==> src/rtl/decode_stall_bubble_if.sv <==
// Signal bundle between the hazard/fetch logic and the decode stall/bubble controller.
// The controller takes the slave view; whatever drives fetch and hazards takes the master view.
interface decode_stall_bubble_if;
  logic        stall;
  logic        flush;
  logic [31:0] f_pc;
  logic [31:0] f_inst;
  logic        f_valid;
  logic        pc_enable;
  logic [31:0] d_pc;
  logic [31:0] d_inst;
  logic        d_valid;
  logic [31:0] x_pc;
  logic [31:0] x_inst;
  logic        x_valid;
  logic [31:0] stall_cycles;
  logic [31:0] flush_count;
  logic        deadlock;

  modport master (
    output stall, flush, f_pc, f_inst, f_valid,
    input  pc_enable, d_pc, d_inst, d_valid, x_pc, x_inst, x_valid,
    input  stall_cycles, flush_count, deadlock
  );

  modport slave (
    input  stall, flush, f_pc, f_inst, f_valid,
    output pc_enable, d_pc, d_inst, d_valid, x_pc, x_inst, x_valid,
    output stall_cycles, flush_count, deadlock
  );
endinterface

==> src/rtl/decode_stall_bubble.sv <==
// F/D and D/X pipeline registers with stall (freeze + bubble) and flush (squash) control,
// saturating stall/flush performance counters and a sticky stall-deadlock watchdog.
module decode_stall_bubble #(
  parameter logic [31:0] NOP_INST    = 32'h0000_0013,
  parameter int unsigned STALL_LIMIT = 64
) (
  input logic                  clock,
  input logic                  reset,
  decode_stall_bubble_if.slave bus
);

  localparam logic [15:0] Limit = 16'(STALL_LIMIT);

  typedef enum logic [1:0] {
    StIdle,
    StStalling,
    StLocked
  } wd_state_e;

  logic        do_flush;
  logic        do_stall;

  logic [31:0] d_pc_q, d_pc_d;
  logic [31:0] d_inst_q, d_inst_d;
  logic        d_valid_q, d_valid_d;
  logic [31:0] x_pc_q, x_pc_d;
  logic [31:0] x_inst_q, x_inst_d;
  logic        x_valid_q, x_valid_d;
  logic [31:0] stall_cycles_q, stall_cycles_d;
  logic [31:0] flush_count_q, flush_count_d;
  logic [15:0] run_len_q, run_len_d;
  wd_state_e   wd_state_q, wd_state_d;

  // Flush wins over stall; a stall only counts when no flush is present.
  assign do_flush = bus.flush;
  assign do_stall = bus.stall & ~bus.flush;

  // The PC must still load the redirect target when a flush coincides with a stall.
  assign bus.pc_enable = ~bus.stall | bus.flush;

  always_comb begin
    d_pc_d    = d_pc_q;
    d_inst_d  = d_inst_q;
    d_valid_d = d_valid_q;
    x_pc_d    = x_pc_q;
    x_inst_d  = x_inst_q;
    x_valid_d = x_valid_q;
    if (do_flush) begin
      d_pc_d    = bus.f_pc;
      d_inst_d  = NOP_INST;
      d_valid_d = 1'b0;
      x_pc_d    = d_pc_q;
      x_inst_d  = NOP_INST;
      x_valid_d = 1'b0;
    end else if (do_stall) begin
      x_pc_d    = d_pc_q;
      x_inst_d  = NOP_INST;
      x_valid_d = 1'b0;
    end else begin
      d_pc_d    = bus.f_pc;
      d_inst_d  = bus.f_valid ? bus.f_inst : NOP_INST;
      d_valid_d = bus.f_valid;
      x_pc_d    = d_pc_q;
      x_inst_d  = d_inst_q;
      x_valid_d = d_valid_q;
    end
  end

  always_comb begin
    stall_cycles_d = stall_cycles_q;
    flush_count_d  = flush_count_q;
    if (do_stall && (stall_cycles_q != 32'hFFFF_FFFF)) begin
      stall_cycles_d = stall_cycles_q + 32'd1;
    end
    if (do_flush && (flush_count_q != 32'hFFFF_FFFF)) begin
      flush_count_d = flush_count_q + 32'd1;
    end
  end

  always_comb begin
    wd_state_d = wd_state_q;
    run_len_d  = 16'd0;
    if (do_stall) begin
      run_len_d = (run_len_q == Limit) ? run_len_q : run_len_q + 16'd1;
    end
    case (wd_state_q)
      StIdle: begin
        if (do_stall) begin
          wd_state_d = StStalling;
        end
      end
      StStalling: begin
        if (!do_stall) begin
          wd_state_d = StIdle;
        end else if (run_len_q + 16'd1 == Limit) begin
          wd_state_d = StLocked;
        end
      end
      StLocked: begin
        wd_state_d = StLocked;
      end
      default: begin
        wd_state_d = StIdle;
      end
    endcase
  end

  always_ff @(posedge clock or posedge reset) begin
    if (reset) begin
      d_pc_q         <= 32'd0;
      d_inst_q       <= NOP_INST;
      d_valid_q      <= 1'b0;
      x_pc_q         <= 32'd0;
      x_inst_q       <= NOP_INST;
      x_valid_q      <= 1'b0;
      stall_cycles_q <= 32'd0;
      flush_count_q  <= 32'd0;
      run_len_q      <= 16'd0;
      wd_state_q     <= StIdle;
    end else begin
      d_pc_q         <= d_pc_d;
      d_inst_q       <= d_inst_d;
      d_valid_q      <= d_valid_d;
      x_pc_q         <= x_pc_d;
      x_inst_q       <= x_inst_d;
      x_valid_q      <= x_valid_d;
      stall_cycles_q <= stall_cycles_d;
      flush_count_q  <= flush_count_d;
      run_len_q      <= run_len_d;
      wd_state_q     <= wd_state_d;
    end
  end

  assign bus.d_pc         = d_pc_q;
  assign bus.d_inst       = d_inst_q;
  assign bus.d_valid      = d_valid_q;
  assign bus.x_pc         = x_pc_q;
  assign bus.x_inst       = x_inst_q;
  assign bus.x_valid      = x_valid_q;
  assign bus.stall_cycles = stall_cycles_q;
  assign bus.flush_count  = flush_count_q;
  assign bus.deadlock     = (wd_state_q == StLocked);

endmodule

==> src/flat_wrapper.sv <==
// flat-port wrapper written by rule: the top's interface ports become plain ports
module decode_stall_bubble_flat 
#(
  parameter logic [31:0] NOP_INST    = 32'h0000_0013,
  parameter int unsigned STALL_LIMIT = 64
)
  (clock, reset, bus_stall, bus_flush, bus_f_pc, bus_f_inst, bus_f_valid, bus_pc_enable, bus_d_pc, bus_d_inst, bus_d_valid, bus_x_pc, bus_x_inst, bus_x_valid, bus_stall_cycles, bus_flush_count, bus_deadlock);
  decode_stall_bubble_if bus_i ();
  input logic clock;
  input logic reset;
  input wire logic [$bits(bus_i.stall)-1:0] bus_stall;
  input wire logic [$bits(bus_i.flush)-1:0] bus_flush;
  input wire logic [$bits(bus_i.f_pc)-1:0] bus_f_pc;
  input wire logic [$bits(bus_i.f_inst)-1:0] bus_f_inst;
  input wire logic [$bits(bus_i.f_valid)-1:0] bus_f_valid;
  output wire logic [$bits(bus_i.pc_enable)-1:0] bus_pc_enable;
  output wire logic [$bits(bus_i.d_pc)-1:0] bus_d_pc;
  output wire logic [$bits(bus_i.d_inst)-1:0] bus_d_inst;
  output wire logic [$bits(bus_i.d_valid)-1:0] bus_d_valid;
  output wire logic [$bits(bus_i.x_pc)-1:0] bus_x_pc;
  output wire logic [$bits(bus_i.x_inst)-1:0] bus_x_inst;
  output wire logic [$bits(bus_i.x_valid)-1:0] bus_x_valid;
  output wire logic [$bits(bus_i.stall_cycles)-1:0] bus_stall_cycles;
  output wire logic [$bits(bus_i.flush_count)-1:0] bus_flush_count;
  output wire logic [$bits(bus_i.deadlock)-1:0] bus_deadlock;
  assign bus_i.stall = bus_stall;
  assign bus_i.flush = bus_flush;
  assign bus_i.f_pc = bus_f_pc;
  assign bus_i.f_inst = bus_f_inst;
  assign bus_i.f_valid = bus_f_valid;
  assign bus_pc_enable = bus_i.pc_enable;
  assign bus_d_pc = bus_i.d_pc;
  assign bus_d_inst = bus_i.d_inst;
  assign bus_d_valid = bus_i.d_valid;
  assign bus_x_pc = bus_i.x_pc;
  assign bus_x_inst = bus_i.x_inst;
  assign bus_x_valid = bus_i.x_valid;
  assign bus_stall_cycles = bus_i.stall_cycles;
  assign bus_flush_count = bus_i.flush_count;
  assign bus_deadlock = bus_i.deadlock;
  decode_stall_bubble #(.NOP_INST(NOP_INST), .STALL_LIMIT(STALL_LIMIT)) u_core (.clock(clock), .reset(reset), .bus(bus_i));
endmodule
==> config.mk <==
export PLATFORM = sky130hd
export DESIGN_NAME = decode_stall_bubble_flat
export DESIGN_NICKNAME = d
export VERILOG_FILES = /design/src/rtl/decode_stall_bubble_if.sv /design/src/rtl/decode_stall_bubble.sv /design/src/flat_wrapper.sv
export SDC_FILE = /design/constraint.sdc
export NUM_CORES = 1
export LEC_CHECK = 0
export CAP_MARGIN = 30
export CORE_UTILIZATION = 50
export DETAILED_ROUTE_END_ITERATION = 10
export PLACE_DENSITY_LB_ADDON = 0.1
export SYNTH_ARGS = -nofsm -noshare
export SYNTH_HDL_FRONTEND = slang
export SYNTH_SLANG_ARGS = --single-unit
==> constraint.sdc <==
create_clock -name clock -period 12.2 [get_ports clock]
set_input_delay 1.22 -clock clock [delete_from_list [all_inputs] [get_ports clock]]
set_output_delay 1.22 -clock clock [all_outputs]
set_load 0.005 [all_outputs]
==> out/metrics.cfg <==
[outcome]
status=finished, final reports clean

[die]
dieArea_um2=17500
die_w_um=132
start_util_pct=51.0
die_h_um=132
boundaryPins=265
rows=47
coreArea_um2=16600

[clock_tree]
tritoncts=done
cts_hold_buf=0
clock_path_buffers=3
htreeDepth=1
cts.sinks=212
clk_pin_slew_worst_paths_ns=0.06
post_cts_resized=0
cts_made_buffers=22
cts_post_setup_buffers_inserted=0
insertion_delay_ns=0.50
cts_root_buffer=clkbuf_16

[timing]
slew_headroom_pct=44.8
fmax_mhz=205
finClkSkew_ns=0.00640
setup_violations=0
worstMarginPinSlew_ns=0.828
fin_setup_tns_ns=0
drv_slew=0
finalWorstPathRequiredPeriod_ns=4.89
min_period_over_period_pct=40.0
finalHoldViolations=0
rsz0062_at_grt=no

[global_route]
antenna_found_initial=0
met1_usage_pct=31.9
grtUsageTotal_pct=24.2
grt-ovfl-total=0
grt_max_degree=88
grt.busiest_layer=met2
grt_pass1_vias=6143
grt_use_met2_pct=40.8
grt_use_met3_pct=4.54
grt_first_pass_wirelength_um=33500

[detailed_routing]
vias_per_cell=5.18
route.detailed.drc=0
wirelength_um=20900
vias=6314
drt-initial-drc-count=341
wl_per_cell_um=17.1
detail-route-antenna-nets=0
drtPass1Iterations=4

[power_and_ir_drop]
p_clk_share_pct=40.6
p_leak_nw=5.46
ir_drop_uv=115
p_int_mw=1.29
swShare_pct=23.4
combPwrFrac_pct=12.3
seqPwrFrac_pct=47.0
power_density_nw_per_um2=140
p_switching_mw=0.395

[logic_synthesis]
synth_top_area_share_pct=60.9
yosysSeqAreaShare_pct=62.8
synth_area_um2=8460
synth.net_count=795
syn_inst=721
synth_area_leaders=dfrtp_1 61%, nand2_1 5.7%, xnor2_1 4.3%
synth_common_cells=206 x dfrtp_1, 129 x nand2_1, 42 x xnor2_1
ys_seq_elements=212
synth.most_common_cell=dfrtp_1
yosysWarnings=0
synth-main-ff-cell=dfrtp_1
synth_cell_types=59
avgSynthCellArea_um2=11.7
synth_top_area_cell=dfrtp_1
async_reset_ff_share_pct=100
synth-edff-count=0

[worst_setup_path]
crit_type=input port to output port
crit_fanout=70
cp_data_arrival_time_ns=3.67
critPathCaptureType=output port
worstSetupStartpointType=input port
required_ns=10.98

[run]
cap_violations=0

[min_path]
hold_class=flip-flop to flip-flop

[finish]
syn2layout_area_growth_pct=42.8
drive_above_1_share_pct=8.01
nets=1057
n_antenna_cell=0
fin_cells=1219

[placed_design]
post-place-cells=1179
dp_hpwl_um=14300
gp_congestion=0.826
numPortBuffers=264

-- power by group through the flow --
stage | combinational [mW] | sequential [mW] | clock, mW
6_report | 0.208 | 0.794 | 0.686
5_1_grt | 0.225 | 0.799 | 0.723
4_1_cts | 0.211 | 0.792 | 0.699
3_5_place_dp | 0.210 | 0.804 | 0
3_3_place_gp | 0.204 | 0.802 | 0
2_1_floorplan | 0.0699 | 0.799 | 0
-- flip-flops by register name, indices dropped and copies added (netlist names) --
register and flops:
u_core.bus.d_inst 32, u_core.bus.x_pc 32, u_core.bus.x_valid 1, u_core.wd_state_q 2, u_core.bus.d_pc 32, u_core.bus.flush_count 32, u_core.bus.d_valid 1, u_core.bus.stall_cycles 32
u_core.run_len_q 16, u_core.bus.x_inst 32
-- worst max-delay path, stage by stage --
cell,delay [ns]
clkdlybuf4s50_1,0.68
nor2b_4,0.19
buf_4,0.63
inv_1,0.08
buf_4,0.30
clkdlybuf4s50_1,0.50
-- through the flow --
step / power (mW) / worst slack [ns] / util (%) / hold WS [ns] / cell area (um2)
global placement: 1.01 / 7.33 / 68.0 / 0.379 / 11300
CTS: 1.70 / 7.32 / 72.9 / 0.394 / 12100
floorplan: 0.869 / 5.20 / - / 0.396 / 8460
detailed placement: 1.01 / 7.32 / 68.3 / 0.382 / 11300
finish: 1.69 / 7.31 / 72.9 / 0.388 / 12100
global route: 1.75 / 7.14 / 72.9 / 0.403 / 12100
-- cells by family after synthesis --
logic type | after synthesis | synth area share (%)
flops | 212 | 62.8
fa+ha+maj | 5 | 0.739
xor+xnor | 77 | 7.97
mux | 4 | 0.517
compound gates | 50 | 4.91
simple gates | 332 | 21.0
buf+inv | 41 | 2.11
-- layer usage --
metal | wire [um] | vias up
li1 | - | 2981
met1 | 8780 | 3134
met2 | 10400 | 158
met3 | 1050 | 41
met4 | 609 | 0
met5 | 0 | -
-- cell usage in the layout (no fill, tap or decap), drive strengths merged, types with 17 or more instances in the layout --
cell,instances
nand2,130
nand3,30
nor3,17
clkbuf,36
nor2,36
xnor2,42
and2,38
dfrtp,206
clkdlybuf4s50,264
xor2,35
a22o,29
nand4,23
-- final timing paths --
| check | slack [ns] | start | endpoint | depth (start not counted) |
|---|---|---|---|---|
| worst max-delay path | 7.31 | bus_flush | bus_pc_enable | 6 |
| worst min-delay path | 0.39 | u_core.bus.d_pc[1] | u_core.bus.x_pc[1] | 0 |
| worst max register to register | 9.81 | u_core.run_len_q[1] | u_core.wd_state_q[0] | 6 |
| worst min register to register | 0.39 | u_core.bus.d_pc[1] | u_core.bus.x_pc[1] | 0 |
| max in group asynchronous | 9.48 | reset | u_core.bus.x_inst[19] | 4 |
| min in group asynchronous | 1.16 | reset | u_core.bus.d_inst[31] | 2 |
-- area by class of cell --
cell class | count | area, um2
clock buffer | 36 | 714
clock inverter | 4 | 45.0
fill | 1214 | 4500
inverter | 9 | 41.3
multi-input combinational | 468 | 2980
sequential | 212 | 5310
tap | 220 | 275
timing repair buffer | 270 | 2720
Power figures use the tool's default switching activity.
